===== src/rtl/tff_seq_pkg.sv =====
// Shared types for the toggle flip-flop sequencer.
// State encoding, default widths and a small state helper.
`timescale 1ns/1ps

package tff_seq_pkg;

    localparam int DEF_CNT_W = 8;
    localparam int DEF_PER_W = 8;

    typedef enum logic [2:0] {
        IDLE  = 3'd0,
        WAIT  = 3'd1,
        PULSE = 3'd2,
        CHECK = 3'd3,
        DONE  = 3'd4
    } state_t;

    // States in which a running command can be aborted.
    function automatic logic abortable(input state_t s);
        return (s == WAIT) || (s == PULSE) || (s == CHECK);
    endfunction

endpackage


===== src/rtl/tff_gap_counter.sv =====
// Inter-pulse gap counter: loadable, decrements toward zero, never wraps.
// Ports: clk, rst_n, load/load_val, dec, count, zero.
`timescale 1ns/1ps

module tff_gap_counter #(
    parameter int W = 8
) (
    input  logic         clk,
    input  logic         rst_n,
    input  logic         load,
    input  logic [W-1:0] load_val,
    input  logic         dec,
    output logic [W-1:0] count,
    output logic         zero
);

    logic [W-1:0] cnt_q;
    logic [W-1:0] cnt_d;

    always_comb begin
        cnt_d = cnt_q;
        if (load) begin
            cnt_d = load_val;
        end else if (dec && (cnt_q != '0)) begin
            cnt_d = cnt_q - W'(1);
        end
    end

    always_ff @(posedge clk or negedge rst_n) begin
        if (!rst_n) begin
            cnt_q <= '0;
        end else begin
            cnt_q <= cnt_d;
        end
    end

    assign count = cnt_q;
    assign zero  = (cnt_q == '0);

endmodule


===== src/rtl/tff_toggle_sequencer.sv =====
// Toggle flip-flop controller: issues N single-cycle t pulses, P idle cycles
// before each, checks q after every pulse. Ports: cmd valid/ready/count/period/abort,
// t out, q_in feedback, busy/done/aborted/err status, toggles_done.
`timescale 1ns/1ps

module tff_toggle_sequencer
    import tff_seq_pkg::*;
#(
    parameter int CNT_W = DEF_CNT_W,
    parameter int PER_W = DEF_PER_W
) (
    input  logic             clk,
    input  logic             rst_n,
    input  logic             cmd_valid,
    output logic             cmd_ready,
    input  logic [CNT_W-1:0] cmd_count,
    input  logic [PER_W-1:0] cmd_period,
    input  logic             cmd_abort,
    output logic             t,
    input  logic             q_in,
    output logic             busy,
    output logic             done,
    output logic             aborted,
    output logic             err,
    output logic [CNT_W-1:0] toggles_done
);

    state_t           state_q, state_d;
    logic [CNT_W-1:0] remaining_q, remaining_d;
    logic [CNT_W-1:0] toggles_q, toggles_d;
    logic [PER_W-1:0] period_q, period_d;
    logic             exp_q, exp_d;
    logic             aborted_q, aborted_d;
    logic             err_q, err_d;

    logic             gap_load;
    logic [PER_W-1:0] gap_val;
    logic             gap_dec;
    logic [PER_W-1:0] gap_count;
    logic             gap_zero;
    logic             mismatch;
    logic             abort_now;

    tff_gap_counter #(
        .W (PER_W)
    ) u_gap (
        .clk      (clk),
        .rst_n    (rst_n),
        .load     (gap_load),
        .load_val (gap_val),
        .dec      (gap_dec),
        .count    (gap_count),
        .zero     (gap_zero)
    );

    assign mismatch  = (q_in != exp_q);
    assign abort_now = cmd_abort && abortable(state_q);

    always_comb begin
        state_d     = state_q;
        remaining_d = remaining_q;
        toggles_d   = toggles_q;
        period_d    = period_q;
        exp_d       = exp_q;
        aborted_d   = aborted_q;
        err_d       = err_q;
        gap_load    = 1'b0;
        gap_dec     = 1'b0;
        // Reloads from CHECK use the latched period; the first load
        // comes straight from the command bus on accept.
        gap_val     = period_q;

        unique case (state_q)
            IDLE: begin
                if (cmd_valid) begin
                    aborted_d = 1'b0;
                    err_d     = 1'b0;
                    toggles_d = '0;
                    period_d  = cmd_period;
                    exp_d     = q_in;
                    if (cmd_count == '0) begin
                        state_d = DONE;
                    end else begin
                        remaining_d = cmd_count;
                        gap_load    = 1'b1;
                        gap_val     = cmd_period;
                        state_d     = WAIT;
                    end
                end
            end
            WAIT: begin
                if (abort_now) begin
                    aborted_d = 1'b1;
                    state_d   = DONE;
                end else if (gap_zero) begin
                    state_d = PULSE;
                end else begin
                    gap_dec = 1'b1;
                end
            end
            PULSE: begin
                // The pulse is already on the wire, so it counts even if aborted.
                exp_d     = ~exp_q;
                toggles_d = toggles_q + CNT_W'(1);
                if (abort_now) begin
                    aborted_d = 1'b1;
                    state_d   = DONE;
                end else begin
                    state_d = CHECK;
                end
            end
            CHECK: begin
                if (mismatch) begin
                    err_d = 1'b1;
                end
                if (abort_now) begin
                    aborted_d = 1'b1;
                    state_d   = DONE;
                end else if (mismatch) begin
                    state_d = DONE;
                end else if (remaining_q == CNT_W'(1)) begin
                    state_d = DONE;
                end else begin
                    remaining_d = remaining_q - CNT_W'(1);
                    gap_load    = 1'b1;
                    state_d     = WAIT;
                end
            end
            DONE: begin
                state_d = IDLE;
            end
            default: begin
                state_d = IDLE;
            end
        endcase
    end

    always_ff @(posedge clk or negedge rst_n) begin
        if (!rst_n) begin
            state_q     <= IDLE;
            remaining_q <= '0;
            toggles_q   <= '0;
            period_q    <= '0;
            exp_q       <= 1'b0;
            aborted_q   <= 1'b0;
            err_q       <= 1'b0;
        end else begin
            state_q     <= state_d;
            remaining_q <= remaining_d;
            toggles_q   <= toggles_d;
            period_q    <= period_d;
            exp_q       <= exp_d;
            aborted_q   <= aborted_d;
            err_q       <= err_d;
        end
    end

    // All handshake and drive outputs decode registered state only.
    assign t            = (state_q == PULSE);
    assign busy         = (state_q != IDLE);
    assign cmd_ready    = (state_q == IDLE);
    assign done         = (state_q == DONE);
    assign aborted      = aborted_q;
    assign err          = err_q;
    assign toggles_done = toggles_q;

    logic unused_gap;
    assign unused_gap = ^gap_count;

endmodule

===== config.mk =====
export PLATFORM = sky130hd
export DESIGN_NAME = tff_toggle_sequencer
export DESIGN_NICKNAME = d
export VERILOG_FILES = /design/src/rtl/tff_seq_pkg.sv /design/src/rtl/tff_gap_counter.sv /design/src/rtl/tff_toggle_sequencer.sv
export SDC_FILE = /design/constraint.sdc
export NUM_CORES = 1
export LEC_CHECK = 0
export ABC_AREA = 0
export BUFFER_PORTS_ARGS = -buffer_cell sky130_fd_sc_hd__buf_4
export CORE_ASPECT_RATIO = 0.5
export CORE_MARGIN = 2
export CORE_UTILIZATION = 60
export CTS_CLUSTER_DIAMETER = 60
export CTS_CLUSTER_SIZE = 10
export DETAILED_ROUTE_END_ITERATION = 7
export PLACE_DENSITY = 0.88
export SLEW_MARGIN = 25
export SYNTH_ARGS = -nofsm -noshare
export SYNTH_HDL_FRONTEND = slang
export SYNTH_SLANG_ARGS = --single-unit
export TNS_END_PERCENT = 20

===== constraint.sdc =====
create_clock -name clk -period 2.8 [get_ports clk]
set_input_delay 0.28 -clock clk [delete_from_list [all_inputs] [get_ports clk]]
set_output_delay 0.28 -clock clk [all_outputs]
set_load 0.02 [all_outputs]

==> flow_summary.json, run 1 <==
{
  "outcome": "completed",
  "cts_tree": "built",
  "dp_hpwl_um": 3700,
  "r2r_start": "remaining_q[1]$_DFFE_PN0P_",
  "synth_top_area_share": 0.443,
  "drtAntennaViolNets": 0,
  "wire_per_inst_um": 15.1,
  "layout_setup_ws_ns": 0.587,
  "tightestPinTransition_ns": 0.639,
  "antenna_cells": 0,
  "die_w_um": 88.6,
  "root_buffer": "clkbuf_8",
  "startpoint": "remaining_q[1]$_DFFE_PN0P_",
  "core_area_um2": 3430,
  "hold_path_class": "primary input to flip-flop",
  "numCtsBuffers": 5,
  "hold_viol": 0,
  "yosys.area.top_type": "dfrtp_1",
  "numClockSinks": 38,
  "rsz0062_at_grt": "false",
  "yosysMostFrequentCell": "nand2_1",
  "syn_area_per_cell_um2": 8.84,
  "routed_wl_um": 5030,
  "rows": 15,
  "synth_warnings": 0,
  "endpoint_kind": "flip-flop",
  "yosysSeqAreaShare": 0.443,
  "numPortBuffers": 34,
  "layout-drive-gt1-share": 0.203,
  "antenna_found_initial": 0,
  "synth-edff-count": 0,
  "synth_cells": 243,
  "synthArstFlopShare": 1.00,
  "path_max_fanout": 19,
  "pin_count": 35,
  "synth_area_leaders": "dfrtp_1 (44%), nand2_1 (7.7%), o21ai_0 (6.1%), a21oi_1 (4.0%), nor2_1 (3.5%)",
  "cp.required_ns": 2.98,
  "cts_max_path_buffers": 2,
  "r2r-end": "remaining_q[7]$_DFFE_PN0P_",
  "final_max_slew_viol_count": 0,
  "max-vdd-ir-drop_uv": 517,
  "synth_ff_type": "dfrtp_1",
  "period_share": 0.790,
  "firstDrtPassIters": 4,
  "synth_seq_cells": 38,
  "dr_total_vias": 1980,
  "grt_pass1_vias": 1738,
  "synth_cell_types": 48,
  "max_cap_viol_count": 0,
  "place.gp.congestion": 0.881,
  "nNetsFinal": 307,
  "leakagePower_nw": 1.22,
  "die_y_um": 46.3,
  "period_needed_ns": 2.21,
  "clk_pin_slew_ns": 0.07,
  "clock_latency_ns": 0.29,
  "reg2reg_depth": 7,
  "timing.fmax_ghz": 0.452,
  "drtIter0Drc": 174,
  "timing.critical_path.to": "remaining_q[7]$_DFFE_PN0P_",
  "grt_max_degree": 39,
  "drc_errors": 0,
  "die-area_um2": 4100,
  "clock_skew_ns": 0.00374,
  "floorplan.initialDensity": 0.625,
  "fill_cells": 263,
  "grtUsageTotal": 0.270,
  "crit_arrival_ns": 2.39,
  "setup_viol": 0,
  "cellPowerDensity_nw_per_um2": 1040,
  "reg2reg_slack_ns": 0.59,
  "critPathKind": "flip-flop to flip-flop",
  "finalSetupTns_ns": 0,
  "netlist_area_um2": 2150,
  "synthesis.nets": 269,
  "slew-limit-headroom": 0.570,
  "drt-vias-per-instance": 5.96,
  "place_ws_ns": 0.586,
  "overflow": 0,
  "syn_to_final_growth_pct": 19.5,
  "synth_commonest_cells": "nand2_1 (44), dfrtp_1 (38), o21ai_0 (26), nor2_1 (20), a21oi_1 (17)",
  "htreeDepth": 2,
  "cp-start-kind": "flip-flop",
  "cts_setup_buffers": 0,
  "grt_pass1_wl_um": 8020
}
==> per-layer routing <==
metal / share of wire / global-route usage
met5: 0 / 0
met4: 0.017 / 0.0818
met3: 0.059 / 0.0556
met2: 0.47 / 0.453
met1: 0.46 / 0.362
==> stage by stage <==
step           hold slack [ns]  total power, mW   util  area [um^2]  std cells
3_5_place_dp             0.274             2.18  0.711         2440        324
4_1_cts                  0.187             2.67  0.747         2560        332
6_report                 0.189             2.67  0.747         2560        332
3_3_place_gp             0.266             2.11  0.711         2440        324
5_1_grt                  0.198             2.86  0.747         2560        332
2_1_floorplan          -0.0156             1.83      -         2150        243
==> where the power goes <==
group | total, mW | switching, mW | leakage, nW | internal [mW]
logic | 1.16 | 0.679 | 0.681 | 0.483
clock network | 0.473 | 0.188 | 0.0573 | 0.285
registers | 1.03 | 0.254 | 0.476 | 0.778
==> critical path, stage by stage, from the launching register on <==
cell	delay, ns
dfrtp_1	0.40
inv_1	0.10
ha_1	0.14
or3b_2	0.48
o211ai_2	0.17
and2_1	0.48
nor2_1	0.11
o22a_1	0.21
==> cell families after synthesis <==
family	Yosys count	share of synthesized area
buffers and inverters	19	0.0443
adder cells (fa/ha/maj)	5	0.0291
AO/OA/AOI/OAI	72	0.204
XOR/XNOR	4	0.0163
AND/OR/NAND/NOR	99	0.235
multiplexers	6	0.0280
flip-flops	38	0.443
==> cells in the final DEF (no fill, tap or decap), types with 4 or more instances in the layout <==
cell and n:
a21oi_1 17, a31oi_1 5, buf_4 38, clkbuf_8 6, dfrtp_1 38, ha_1 5, inv_1 10, mux2i_1 6
nand2_1 44, nand3_1 4, nor2_1 20, nor4_1 5, o21ai_0 26, o21ai_1 4, o22ai_1 4
==> sequential cells by signal (all words and copies together), names as in the netlist <==
signal and flops:
remaining_q 8, period_q 8, exp_q 1, toggles_done 8
aborted 1, u_gap.count 8, state_q 3, err 1
==> timing repair <==
| item | CTS | global route |
|---|---|---|
| hold endpoints to repair | 38 | 0 |
| gates resized for setup | 0 | 0 |
| hold buffers | 1 | 0 |
==> cell type report <==
class / count / area, um^2 / area share
multi-input cells: 186 / 1100 / 0.429
flip-flops and latches: 38 / 951 / 0.371
repair buffers: 39 / 295 / 0.115
clock buffers: 6 / 82.6 / 0.0322
well taps: 51 / 63.8 / 0.0249
inverters: 11 / 41.3 / 0.0161
clock inverters: 1 / 30.0 / 0.0117
==> worst min path at each step <==
stage,startpoint,end,cells after the start
after global routing,cmd_period[4],period_q[4]$_DFFE_PN0P_,3
after CTS,cmd_period[4],period_q[4]$_DFFE_PN0P_,3
after detailed placement,rst_n,remaining_q[6]$_DFFE_PN0P_,1
final,cmd_period[0],period_q[0]$_DFFE_PN0P_,3
after global placement,rst_n,remaining_q[6]$_DFFE_PN0P_,1
after floorplan,rst_n,aborted$_DFFE_PN0P_,0
Note: power is estimated with default switching activity, not from simulation.
==> run 2: changes to the inputs <==
--- a/config.mk
+++ b/config.mk
@@ -5,15 +5,15 @@
 export SDC_FILE = /design/constraint.sdc
 export NUM_CORES = 1
 export LEC_CHECK = 0
-export ABC_AREA = 0
+export ABC_AREA = 1
 export BUFFER_PORTS_ARGS = -buffer_cell sky130_fd_sc_hd__buf_4
 export CORE_ASPECT_RATIO = 0.5
 export CORE_MARGIN = 2
-export CORE_UTILIZATION = 60
+export CORE_UTILIZATION = 51
 export CTS_CLUSTER_DIAMETER = 60
 export CTS_CLUSTER_SIZE = 10
 export DETAILED_ROUTE_END_ITERATION = 7
-export PLACE_DENSITY = 0.88
+export PLACE_DENSITY = 0.79
 export SLEW_MARGIN = 25
 export SYNTH_ARGS = -nofsm -noshare
 export SYNTH_HDL_FRONTEND = slang
==> constraint.sdc (replaced) <==
create_clock -name clk -period 2 [get_ports clk]
set_input_delay 0.2 -clock clk [delete_from_list [all_inputs] [get_ports clk]]
set_output_delay 0.2 -clock clk [all_outputs]
set_load 0.02 [all_outputs]
==> flow_summary.json, run 2 <==
{
  "outcome": "completed",
  "numCtsBuffers": 5,
  "yosysSeqAreaShare": 0.403,
  "crit_arrival_ns": 1.97,
  "synth_seq_cells": 38,
  "die_w_um": 100,
  "drtAntennaViolNets": 0,
  "layout_commonest_cell": "nand2_1",
  "cp.required_ns": 2.21,
  "tightestPinTransition_ns": 0.493,
  "antenna_cells": 0,
  "min_path_cells": 3,
  "leakagePower_nw": 1.49,
  "synth_cell_types": 30,
  "placedCellCount": 432,
  "drtIter0Drc": 171,
  "regArea_um2": 951,
  "min_to": "period_q[6]$_DFFE_PN0P_",
  "cts_tree": "built",
  "critPathKind": "flip-flop to flip-flop",
  "period_share": 0.880,
  "synth_top_area_share": 0.403,
  "antenna_found_initial": 0,
  "clock_latency_ns": 0.30,
  "yosys.area.top_type": "dfrtp_1",
  "layout_setup_ws_ns": 0.241,
  "grt_max_degree": 39,
  "core_area_um2": 4420,
  "fill_cells": 421,
  "reg2reg_slack_ns": 0.24,
  "stdcell_count": 441,
  "synth_commonest_cells": "nand2_1 (106), inv_1 (54), dfrtp_1 (38), nor2_1 (36), nand3_1 (32)",
  "numClockSinks": 38,
  "dr_total_vias": 2277,
  "synth_ff_type": "dfrtp_1",
  "period_needed_ns": 1.76,
  "detailed_place.area_um2": 2660,
  "overflow": 0,
  "synth_area_leaders": "dfrtp_1 (40%), nand2_1 (17%), inv_1 (8.6%), nand3_1 (6.8%), o21ai_0 (6.4%)",
  "drt-vias-per-instance": 5.16,
  "clk_pin_slew_ns": 0.07,
  "grt_pass1_vias": 2142,
  "path_max_fanout": 15,
  "place.gp.congestion": 0.918,
  "synthArstFlopShare": 1.00,
  "r2r_start": "state_q[0]$_DFFE_PN0P_",
  "synthesis.nets": 369,
  "max_cap_viol_count": 0,
  "place_ws_ns": 0.278,
  "r2r-end": "remaining_q[1]$_DFFE_PN0P_",
  "syn_to_final_growth_pct": 17.1,
  "timing.fmax_ghz": 0.568,
  "dp_hpwl_um": 4260,
  "numPortBuffers": 34,
  "synth-edff-count": 0,
  "clock_skew_ns": 0.00448,
  "fin_area_um2": 2760,
  "rsz0062_at_grt": "false",
  "cts_max_path_buffers": 2,
  "cp-start-kind": "flip-flop",
  "finalSetupTns_ns": 0,
  "cellPowerDensity_nw_per_um2": 1440,
  "root_buffer": "clkbuf_8",
  "die_y_um": 52.1,
  "synth_cells": 343,
  "final_cell_mix": "nand2_1 (106), inv_1 (54), dfrtp_1 (38), buf_4 (38), nor2_1 (36)",
  "firstDrtPassIters": 4,
  "rows": 17,
  "htreeDepth": 2,
  "pin_count": 35,
  "die-area_um2": 5220,
  "yosysMostFrequentCell": "nand2_1",
  "final_max_slew_viol_count": 0,
  "hold_path_class": "primary input to flip-flop",
  "grt_pass1_wl_um": 9630,
  "wire_per_inst_um": 12.7,
  "cts_setup_buffers": 0,
  "layout-drive-gt1-share": 0.146,
  "multi_input_area_um2": 1150,
  "setup_viol": 0,
  "reg2reg_depth": 8,
  "nNetsFinal": 409,
  "floorplan.initialDensity": 0.533,
  "synth_warnings": 0,
  "hold_viol": 0,
  "grtUsageTotal": 0.239,
  "syn_area_per_cell_um2": 6.88,
  "drc_errors": 0,
  "max-vdd-ir-drop_uv": 705,
  "netlist_area_um2": 2360,
  "min-delay-start": "cmd_period[6]",
  "routed_wl_um": 5590,
  "slew-limit-headroom": 0.671,
  "endpoint_kind": "flip-flop"
}
-- run 2: cell count changes after synthesis, moves of 4 or more --
cell	change
mux2i_1	-6
nor2_1	+16
o211ai_1	+4
inv_1	+44
nor4_1	-5
nand3_1	+28
a21oi_1	-12
nand2_1	+62
a31oi_1	-4
o21ai_0	+4
-- run 2: area by class of cell --
cell class / instances / area share
clock buffer: 7 / 0.0312
sequential: 38 / 0.344
timing repair buffer: 39 / 0.107
clock inverter: 1 / 0.00181
inverter: 55 / 0.0747
multi-input combinational: 244 / 0.415
tap: 57 / 0.0258
-- run 2: worst max path at each step --
stage | startpoint | to | slack, ns | depth (start not counted)
finish | state_q[0]$_DFFE_PN0P_ | remaining_q[1]$_DFFE_PN0P_ | 0.24 | 8
global route | state_q[0]$_DFFE_PN0P_ | remaining_q[7]$_DFFE_PN0P_ | 0.03 | 8
CTS | state_q[0]$_DFFE_PN0P_ | remaining_q[1]$_DFFE_PN0P_ | 0.26 | 8
detailed placement | cmd_count[0] | remaining_q[1]$_DFFE_PN0P_ | 0.28 | 10
global placement | state_q[0]$_DFFE_PN0P_ | remaining_q[4]$_DFFE_PN0P_ | 0.34 | 8
floorplan | state_q[1]$_DFFE_PN0P_ | toggles_done[5]$_DFFE_PN0P_ | 0.50 | 7
-- run 2: routing by layer --
metal,share of wire,track usage
met1,0.49,0.321
met4,0.015,0.0890
met5,0,0
met3,0.046,0.0457
met2,0.45,0.390
-- run 2: power by group --
group          switching [mW]  internal [mW]  total (mW)
logic                    1.38          0.732        2.11
clock network           0.276          0.278       0.554
registers               0.221           1.09        1.31
-- run 2: kinds of logic (layout without fill, tap and decap cells) --
family                   count (synthesis)  in the layout  share of synthesized area
buffers and inverters                   61            102                      0.110
AND/OR/NAND/NOR                        189            189                      0.338
flip-flops                              38             38                      0.403
XOR/XNOR                                 2              2                    0.00743
AO/OA/AOI/OAI                           48             48                      0.115
adder cells (fa/ha/maj)                  5              5                     0.0265
-- run 2: repair_timing --
action / in CTS / in global routing
hold endpoints to repair: 38 / 0
hold buffers: 1 / 0
gates resized for setup: 0 / 0
-- run 2: through the flow --
stage	utilization	hold slack (ns)	total power, mW
floorplan	-	-0.0956	2.87
global placement	0.602	0.200	3.33
detailed placement	0.602	0.201	3.41
CTS	0.624	0.121	3.97
global route	0.624	0.128	4.36
finish	0.624	0.120	3.97
-- run 2: worst max-delay path, stage by stage, from the launching register on --
cell and delay, ns:
dfrtp_1 0.44, nor2_2 0.14, nand2_2 0.09, nor2_1 0.19
nand2_2 0.21, nand2_2 0.20, buf_4 0.22, o211ai_1 0.10
o21ai_0 0.09
